**src/rtl/coin_acceptor_pkg.sv**
```systemverilog
// Shared types for the coin acceptor: issued coin codes and acceptor FSM states.
package coin_pkg;

   typedef enum logic [4:0] {
      COIN_NONE = 5'd0,
      COIN_5    = 5'd5,
      COIN_10   = 5'd10
   } coin_t;

   typedef enum logic [1:0] {
      IDLE,
      MEASURE,
      GUARD_WAIT
   } acc_state_t;

endpackage

```
**src/rtl/coin_acceptor_if.sv**
```systemverilog
// Sensor input and coin/reject outputs of the coin acceptor.
// COIN_ACC_TALLY_EN adds the running total and reject count outputs.
interface coin_acceptor_if;
   import coin_pkg::*;

   logic        coin_sense;
   coin_t       coin;
   logic        reject;
   logic        fifo_full;
`ifdef COIN_ACC_TALLY_EN
   logic [15:0] total;
   logic [7:0]  rej_cnt;

   modport slave  (input coin_sense, output coin, reject, fifo_full, total, rej_cnt);
   modport master (output coin_sense, input coin, reject, fifo_full, total, rej_cnt);
`else
   modport slave  (input coin_sense, output coin, reject, fifo_full);
   modport master (output coin_sense, input coin, reject, fifo_full);
`endif

endinterface

```
**src/rtl/coin_acceptor_fifo.sv**
```systemverilog
// DEPTH-entry coin FIFO with a fall-through head; pointers carry one extra
// wrap bit so equal low bits distinguish full from empty.
module coin_fifo
   import coin_pkg::*;
#(
   parameter int DEPTH = 4
)(
   input  logic  clk,
   input  logic  rst,
   input  logic  push,
   input  logic  pop,
   input  coin_t din,
   output coin_t head,
   output logic  full,
   output logic  empty
);

   localparam int AW = (DEPTH > 1) ? $clog2(DEPTH) : 1;

   logic [AW:0]      wr_ptr_q, rd_ptr_q;
   coin_t            mem_q [DEPTH];
   logic [DEPTH-1:0] wr_en;
   logic             do_push, do_pop;

   assign empty   = (wr_ptr_q == rd_ptr_q);
   assign full    = (wr_ptr_q[AW] != rd_ptr_q[AW]) &&
                    (wr_ptr_q[AW-1:0] == rd_ptr_q[AW-1:0]);
   assign do_push = push && !full;
   assign do_pop  = pop && !empty;
   assign head    = mem_q[rd_ptr_q[AW-1:0]];

   for (genvar gi = 0; gi < DEPTH; gi++) begin : g_wr_en
      assign wr_en[gi] = do_push && (wr_ptr_q[AW-1:0] == AW'(gi));
   end

   always_ff @(posedge clk) begin
      for (int i = 0; i < DEPTH; i++) begin
         if (wr_en[i]) mem_q[i] <= din;
      end
   end

   always_ff @(posedge clk) begin
      if (rst) begin
         wr_ptr_q <= '0;
         rd_ptr_q <= '0;
      end else begin
         if (do_push) wr_ptr_q <= wr_ptr_q + 1'b1;
         if (do_pop)  rd_ptr_q <= rd_ptr_q + 1'b1;
      end
   end

endmodule

```
**src/rtl/coin_acceptor.sv**
```systemverilog
// Coin acceptor: synchronizes the sensor, measures pulse widths, classifies
// coins into a FIFO and issues them spaced by ISSUE_GAP. Optional tally: COIN_ACC_TALLY_EN.
module coin_acceptor
   import coin_pkg::*;
#(
   parameter int CNT_W     = 8,
   parameter int W5_LO     = 4,
   parameter int W5_HI     = 8,
   parameter int W10_LO    = 12,
   parameter int W10_HI    = 20,
   parameter int GUARD     = 3,
   parameter int DEPTH     = 4,
   parameter int ISSUE_GAP = 1
)(
   input logic           clk,
   input logic           rst,
   coin_acceptor_if.slave bus
);

   localparam int GRD_W = (GUARD > 1) ? $clog2(GUARD) : 1;
   localparam int GAP_W = (ISSUE_GAP > 0) ? $clog2(ISSUE_GAP + 1) : 1;
   localparam logic [CNT_W-1:0] CNT_MAX = '1;

   logic             sync1_q, sense_s_q;
   acc_state_t       state_q;
   logic [CNT_W-1:0] cnt_q;
   logic [GRD_W-1:0] guard_q;
   logic             reject_q;
   logic [GAP_W-1:0] gap_q, gap_d;

   coin_t class_coin, fifo_head, coin_out;
   logic  pulse_end, push, pop, fifo_empty, fifo_full;

   // A saturated count never classifies, even if a band reaches the ceiling.
   always_comb begin
      class_coin = COIN_NONE;
      if (cnt_q != CNT_MAX) begin
         if (cnt_q >= CNT_W'(W5_LO) && cnt_q <= CNT_W'(W5_HI))
            class_coin = COIN_5;
         else if (cnt_q >= CNT_W'(W10_LO) && cnt_q <= CNT_W'(W10_HI))
            class_coin = COIN_10;
      end
   end

   assign pulse_end = (state_q == MEASURE) && !sense_s_q;
   assign push      = pulse_end && (class_coin != COIN_NONE) && !fifo_full;
   assign pop       = !fifo_empty && (gap_q == '0);

   always_ff @(posedge clk) begin
      if (rst) begin
         sync1_q   <= 1'b0;
         sense_s_q <= 1'b0;
         state_q   <= IDLE;
         cnt_q     <= '0;
         guard_q   <= '0;
         reject_q  <= 1'b0;
      end else begin
         sync1_q   <= bus.coin_sense;
         sense_s_q <= sync1_q;
         reject_q  <= pulse_end && ((class_coin == COIN_NONE) || fifo_full);
         case (state_q)
            IDLE: begin
               if (sense_s_q) begin
                  cnt_q   <= CNT_W'(1);
                  state_q <= MEASURE;
               end
            end
            MEASURE: begin
               if (sense_s_q) begin
                  if (cnt_q != CNT_MAX) cnt_q <= cnt_q + 1'b1;
               end else begin
                  guard_q <= GRD_W'(GUARD - 1);
                  state_q <= GUARD_WAIT;
               end
            end
            GUARD_WAIT: begin
               if (guard_q == '0) state_q <= IDLE;
               else               guard_q <= guard_q - 1'b1;
            end
            default: state_q <= IDLE;
         endcase
      end
   end

   always_comb begin
      gap_d = gap_q;
      if (pop)                gap_d = GAP_W'(ISSUE_GAP);
      else if (gap_q != '0)   gap_d = gap_q - 1'b1;
   end

   always_ff @(posedge clk) begin
      if (rst) gap_q <= '0;
      else     gap_q <= gap_d;
   end

   coin_fifo #(.DEPTH(DEPTH)) u_fifo (
      .clk   (clk),
      .rst   (rst),
      .push  (push),
      .pop   (pop),
      .din   (class_coin),
      .head  (fifo_head),
      .full  (fifo_full),
      .empty (fifo_empty)
   );

   assign coin_out      = pop ? fifo_head : COIN_NONE;
   assign bus.coin      = coin_out;
   assign bus.reject    = reject_q;
   assign bus.fifo_full = fifo_full;

`ifdef COIN_ACC_TALLY_EN
   logic [15:0] total_q;
   logic [7:0]  rej_cnt_q;
   logic [16:0] total_sum;

   assign total_sum = {1'b0, total_q} + 17'(coin_out);

   always_ff @(posedge clk) begin
      if (rst) begin
         total_q   <= '0;
         rej_cnt_q <= '0;
      end else begin
         total_q <= total_sum[16] ? 16'hFFFF : total_sum[15:0];
         if (reject_q && rej_cnt_q != 8'hFF) rej_cnt_q <= rej_cnt_q + 1'b1;
      end
   end

   assign bus.total   = total_q;
   assign bus.rej_cnt = rej_cnt_q;
`endif

endmodule

```
**src/flat_wrapper.sv**
```systemverilog
// flat-port wrapper written by rule: the top's interface ports become plain ports
module coin_acceptor_flat import coin_pkg::*;
#(
   parameter int CNT_W     = 8,
   parameter int W5_LO     = 4,
   parameter int W5_HI     = 8,
   parameter int W10_LO    = 12,
   parameter int W10_HI    = 20,
   parameter int GUARD     = 3,
   parameter int DEPTH     = 4,
   parameter int ISSUE_GAP = 1
)
  (clk, rst, bus_coin_sense, bus_coin, bus_reject, bus_fifo_full);
  coin_acceptor_if bus_i ();
  input logic clk;
  input logic rst;
  input wire logic [$bits(bus_i.coin_sense)-1:0] bus_coin_sense;
  output wire logic [$bits(bus_i.coin)-1:0] bus_coin;
  output wire logic [$bits(bus_i.reject)-1:0] bus_reject;
  output wire logic [$bits(bus_i.fifo_full)-1:0] bus_fifo_full;
  assign bus_i.coin_sense = bus_coin_sense;
  assign bus_coin = bus_i.coin;
  assign bus_reject = bus_i.reject;
  assign bus_fifo_full = bus_i.fifo_full;
  coin_acceptor #(.CNT_W(CNT_W), .W5_LO(W5_LO), .W5_HI(W5_HI), .W10_LO(W10_LO), .W10_HI(W10_HI), .GUARD(GUARD), .DEPTH(DEPTH), .ISSUE_GAP(ISSUE_GAP)) u_core (.clk(clk), .rst(rst), .bus(bus_i));
endmodule
```
**config.mk**
```make
export PLATFORM = sky130hd
export DESIGN_NAME = coin_acceptor_flat
export DESIGN_NICKNAME = d
export VERILOG_FILES = /design/src/rtl/coin_acceptor_pkg.sv /design/src/rtl/coin_acceptor_if.sv /design/src/rtl/coin_acceptor_fifo.sv /design/src/rtl/coin_acceptor.sv /design/src/flat_wrapper.sv
export SDC_FILE = /design/constraint.sdc
export NUM_CORES = 1
export LEC_CHECK = 0
export BUFFER_PORTS_ARGS = -buffer_cell sky130_fd_sc_hd__buf_2
export CAP_MARGIN = 10
export CORE_ASPECT_RATIO = 1.2
export CORE_MARGIN = 3
export CORE_UTILIZATION = 60
export DETAILED_ROUTE_END_ITERATION = 16
export PLACE_DENSITY = 0.79
export REMOVE_ABC_BUFFERS = 1
export SYNTH_ARGS = -nofsm -noshare
export SYNTH_HDL_FRONTEND = slang
export SYNTH_SLANG_ARGS = --single-unit
```
**constraint.sdc**
```tcl
create_clock -name clk -period 4.4 [get_ports clk]
set_input_delay 0.88 -clock clk [delete_from_list [all_inputs] [get_ports clk]]
set_output_delay 0.88 -clock clk [all_outputs]
set_load 0.02 [all_outputs]
```
==> results.sh <==
export IMPL_status="complete, no violations"
export IMPL_drv_slew=0
export IMPL_fin_hold_ws_ps=457
export IMPL_hp_class="register to register"
export IMPL_p_int_mw=0.412
export IMPL_synthTopCellsByCount="24 x dfxtp_1, 12 x inv_1, 12 x nor2_1"
export IMPL_die_x_um=54.4
export IMPL_ys_seq_elements=32
export IMPL_r2r_cells=6
export IMPL_cellPowerDensity_nw_per_um2=326
export IMPL_crit_path_max_fanout=5
export IMPL_final_hold_viol_count=0
export IMPL_synthFlopType="dfxtp_1"
export IMPL_h_tree_depth=2
export IMPL_min_period_ps=2550
export IMPL_rsz0062_at_grt="no"
export IMPL_dieArea_um2=3480
export IMPL_ys_types=47
export IMPL_antenna_left=0
export IMPL_period_share_pct=57.9
export IMPL_drv_cap=0
export IMPL_firstDrtPassIters=4
export IMPL_p_leak_nw=0.683
export IMPL_drive_gt1_share_pct=13.9
export IMPL_yosys_warnings=0
export IMPL_synth_top_area_share_pct=28.5
export IMPL_crit_type="register to output pin"
export IMPL_cts_setup_buffers=0
export IMPL_pin_count=10
export IMPL_pwr_share_clk_pct=26.6
export IMPL_cts_tree="done"
export IMPL_fmax_mhz=393
export IMPL_grt_pass1_vias=1170
export IMPL_clockBufferDepth=2
export IMPL_n_antenna_cell=0
export IMPL_grtUsageTotal_pct=19.8
export IMPL_timing_rr_start="u_core.state_q[1]"
export IMPL_synth_edf_count=8
export IMPL_gp_congestion=0.896
export IMPL_antenna_found_initial=0
export IMPL_clk_pin_slew_ps=100
export IMPL_vias_per_cell=5.77
export IMPL_synth_area_top_cells="dfxtp_1 29%, edfxtp_1 14%, ha_1 8.2%"
export IMPL_switching_share_pct=28.4
export IMPL_grt_max_degree=20
export IMPL_cts_hold_buffers=0
export IMPL_cts_root_buffer="clkbuf_4"
export IMPL_setup_violations=0
export IMPL_worst_pin_slew_ps=738
export IMPL_skew_ps=7.74
export IMPL_synth_top_cell_by_area="dfxtp_1"
export IMPL_synth_area_per_cell_um2=10.1
export IMPL_vias=1188
export IMPL_cp_end_kind="output pin"
export IMPL_row_count=20
export IMPL_max_slew_margin_pct=50.3
export IMPL_cts_resized=0
export IMPL_drtIter0Drc=25
export IMPL_finalSetupTns_ps=0
export IMPL_drc=0
export IMPL_syn2layout_area_growth_pct=4.75
export IMPL_grt_ovfl_total=0
export IMPL_cts_inserted_buffers=5
export IMPL_synthesis_area_um2=1680
export IMPL_async_flop_share_pct=0
export IMPL_comb_power_share_pct=16.4
export IMPL_crit_required_ps=3520
export IMPL_die_h_um=64.0
export IMPL_yosysMostFrequentCell="dfxtp_1"
export IMPL_synthCells=166
export IMPL_whs_path_depth=1
export IMPL_cts_sinks=32
export IMPL_grt_first_pass_wirelength_mm=4.95
export IMPL_design_core_area_um2=2600
export IMPL_final_nets=186
export IMPL_r2r_setup_slack_ps=2400
export IMPL_p_sw_mw=0.163
export IMPL_pwr_share_seq_pct=57.1
export IMPL_rr_endpoint="u_core.u_fifo.mem_q[0][1]"
export IMPL_critPathLaunchType="register"
export IMPL_worstHoldStart="u_core.sync1_q"
export IMPL_io_buffers=8
export IMPL_synth_seq_area_share_pct=42.8
export IMPL_worstHoldEndpoint="u_core.sense_s_q"
export IMPL_avgRoutedWirePerCell_um=14.3
export IMPL_ir_drop_v=0.000259
export IMPL_wl_mm=2.94
export IMPL_dpl_hpwl_mm=2.18
export IMPL_cp_arrival_ps=1670
export IMPL_initial_utilization_pct=64.7
export IMPL_clock_latency_ps=330
-- layer usage --
metal | part of all wire [%] | global-route usage, % | up-vias
li1 | - | - | 598
met1 | 40 | 20.6 | 560
met2 | 56 | 34.6 | 28
met3 | 3.8 | 8.16 | 2
met4 | 0.44 | 6.54 | 0
met5 | 0 | 0 | -
-- metrics by stage --
| step | std cells | power [mW] | worst slack, ps | area, µm² | utilization [%] |
|---|---|---|---|---|---|
| after floorplan | 157 | 0.405 | 2050 | 1630 | - |
| after global placement | 198 | 0.425 | 2280 | 1710 | 65.8 |
| after detailed placement | 198 | 0.429 | 2200 | 1710 | 65.8 |
| after CTS | 206 | 0.582 | 1830 | 1760 | 67.8 |
| after global routing | 206 | 0.610 | 1670 | 1760 | 67.8 |
| final | 206 | 0.575 | 1850 | 1760 | 67.8 |
-- cells by family after synthesis --
group	after synthesis	synth area share (%)
AO/OA/AOI/OAI	31	14.6
XOR/XNOR	7	4.09
adder cells (fa/ha/maj)	11	8.17
buffers and inverters	21	5.79
flip-flops	32	42.8
multiplexers	6	5.20
other	1	0.223
AND/OR/NAND/NOR	57	19.1
-- cell usage in the layout (no fill, tap or decap), types with 2 or more instances in the layout --
cell type	count
edfxtp_1	8
nor3_1	4
mux2i_1	2
mux2_1	2
inv_1	12
o31ai_1	3
clkinv_2	2
xor2_1	5
or4_1	3
nor2_1	12
nand2b_1	3
dfxtp_1	24
a31oi_1	3
ha_1	11
mux4_2	2
nand3_1	5
clkbuf_4	5
o21a_1	2
or3_1	3
a21oi_1	8
nand2_1	9
and2_1	3
nor2b_1	8
o21ai_0	3
buf_2	8
-- critical path, stage by stage, from the launching register on --
cell	delay, ps
dfxtp_1	450
xor2_2	160
o31ai_2	440
nor2b_1	110
buf_2	180
-- area by class of cell --
| class | count | area, µm² |
|---|---|---|
| multi-input cells | 113 | 866 |
| fillers | 222 | 838 |
| repair buffers | 8 | 40.0 |
| clock buffers | 5 | 37.5 |
| flip-flops and latches | 32 | 721 |
| well taps | 33 | 41.3 |
| inverters | 12 | 45.0 |
| clock inverters | 3 | 13.8 |
-- power groups by stage --
| stage | Clock (mW) | Combinational (mW) | Sequential, mW |
|---|---|---|---|
| detailed placement | 0 | 0.0938 | 0.335 |
| finish | 0.153 | 0.0940 | 0.328 |
| global placement | 0 | 0.0919 | 0.333 |
| CTS | 0.159 | 0.0948 | 0.328 |
| floorplan | 0 | 0.0724 | 0.332 |
| global route | 0.176 | 0.104 | 0.330 |
-- flip-flops by register name (all words and copies together) (netlist names), named ones only --
name                    count
u_core.sense_s_q            1
u_core.bus.reject           1
u_core.guard_q              2
u_core.state_q              2
u_core.u_fifo.mem_q         8
u_core.u_fifo.rd_ptr_q      3
u_core.u_fifo.wr_ptr_q      3
u_core.gap_q                1
u_core.sync1_q              1
u_core.cnt_q                8
-- how the worst max path moves through the flow --
stage / start / endpoint / depth (start not counted)
after CTS: u_core.u_fifo.wr_ptr_q[0] / bus_coin[2] / 4
after global routing: u_core.u_fifo.wr_ptr_q[1] / bus_coin[1] / 4
after detailed placement: u_core.u_fifo.wr_ptr_q[0] / bus_coin[2] / 4
final: u_core.u_fifo.wr_ptr_q[0] / bus_coin[2] / 4
after floorplan: u_core.u_fifo.wr_ptr_q[1] / bus_coin[0] / 3
after global placement: u_core.u_fifo.rd_ptr_q[0] / bus_coin[0] / 4
(Power assumes the default switching activity.)
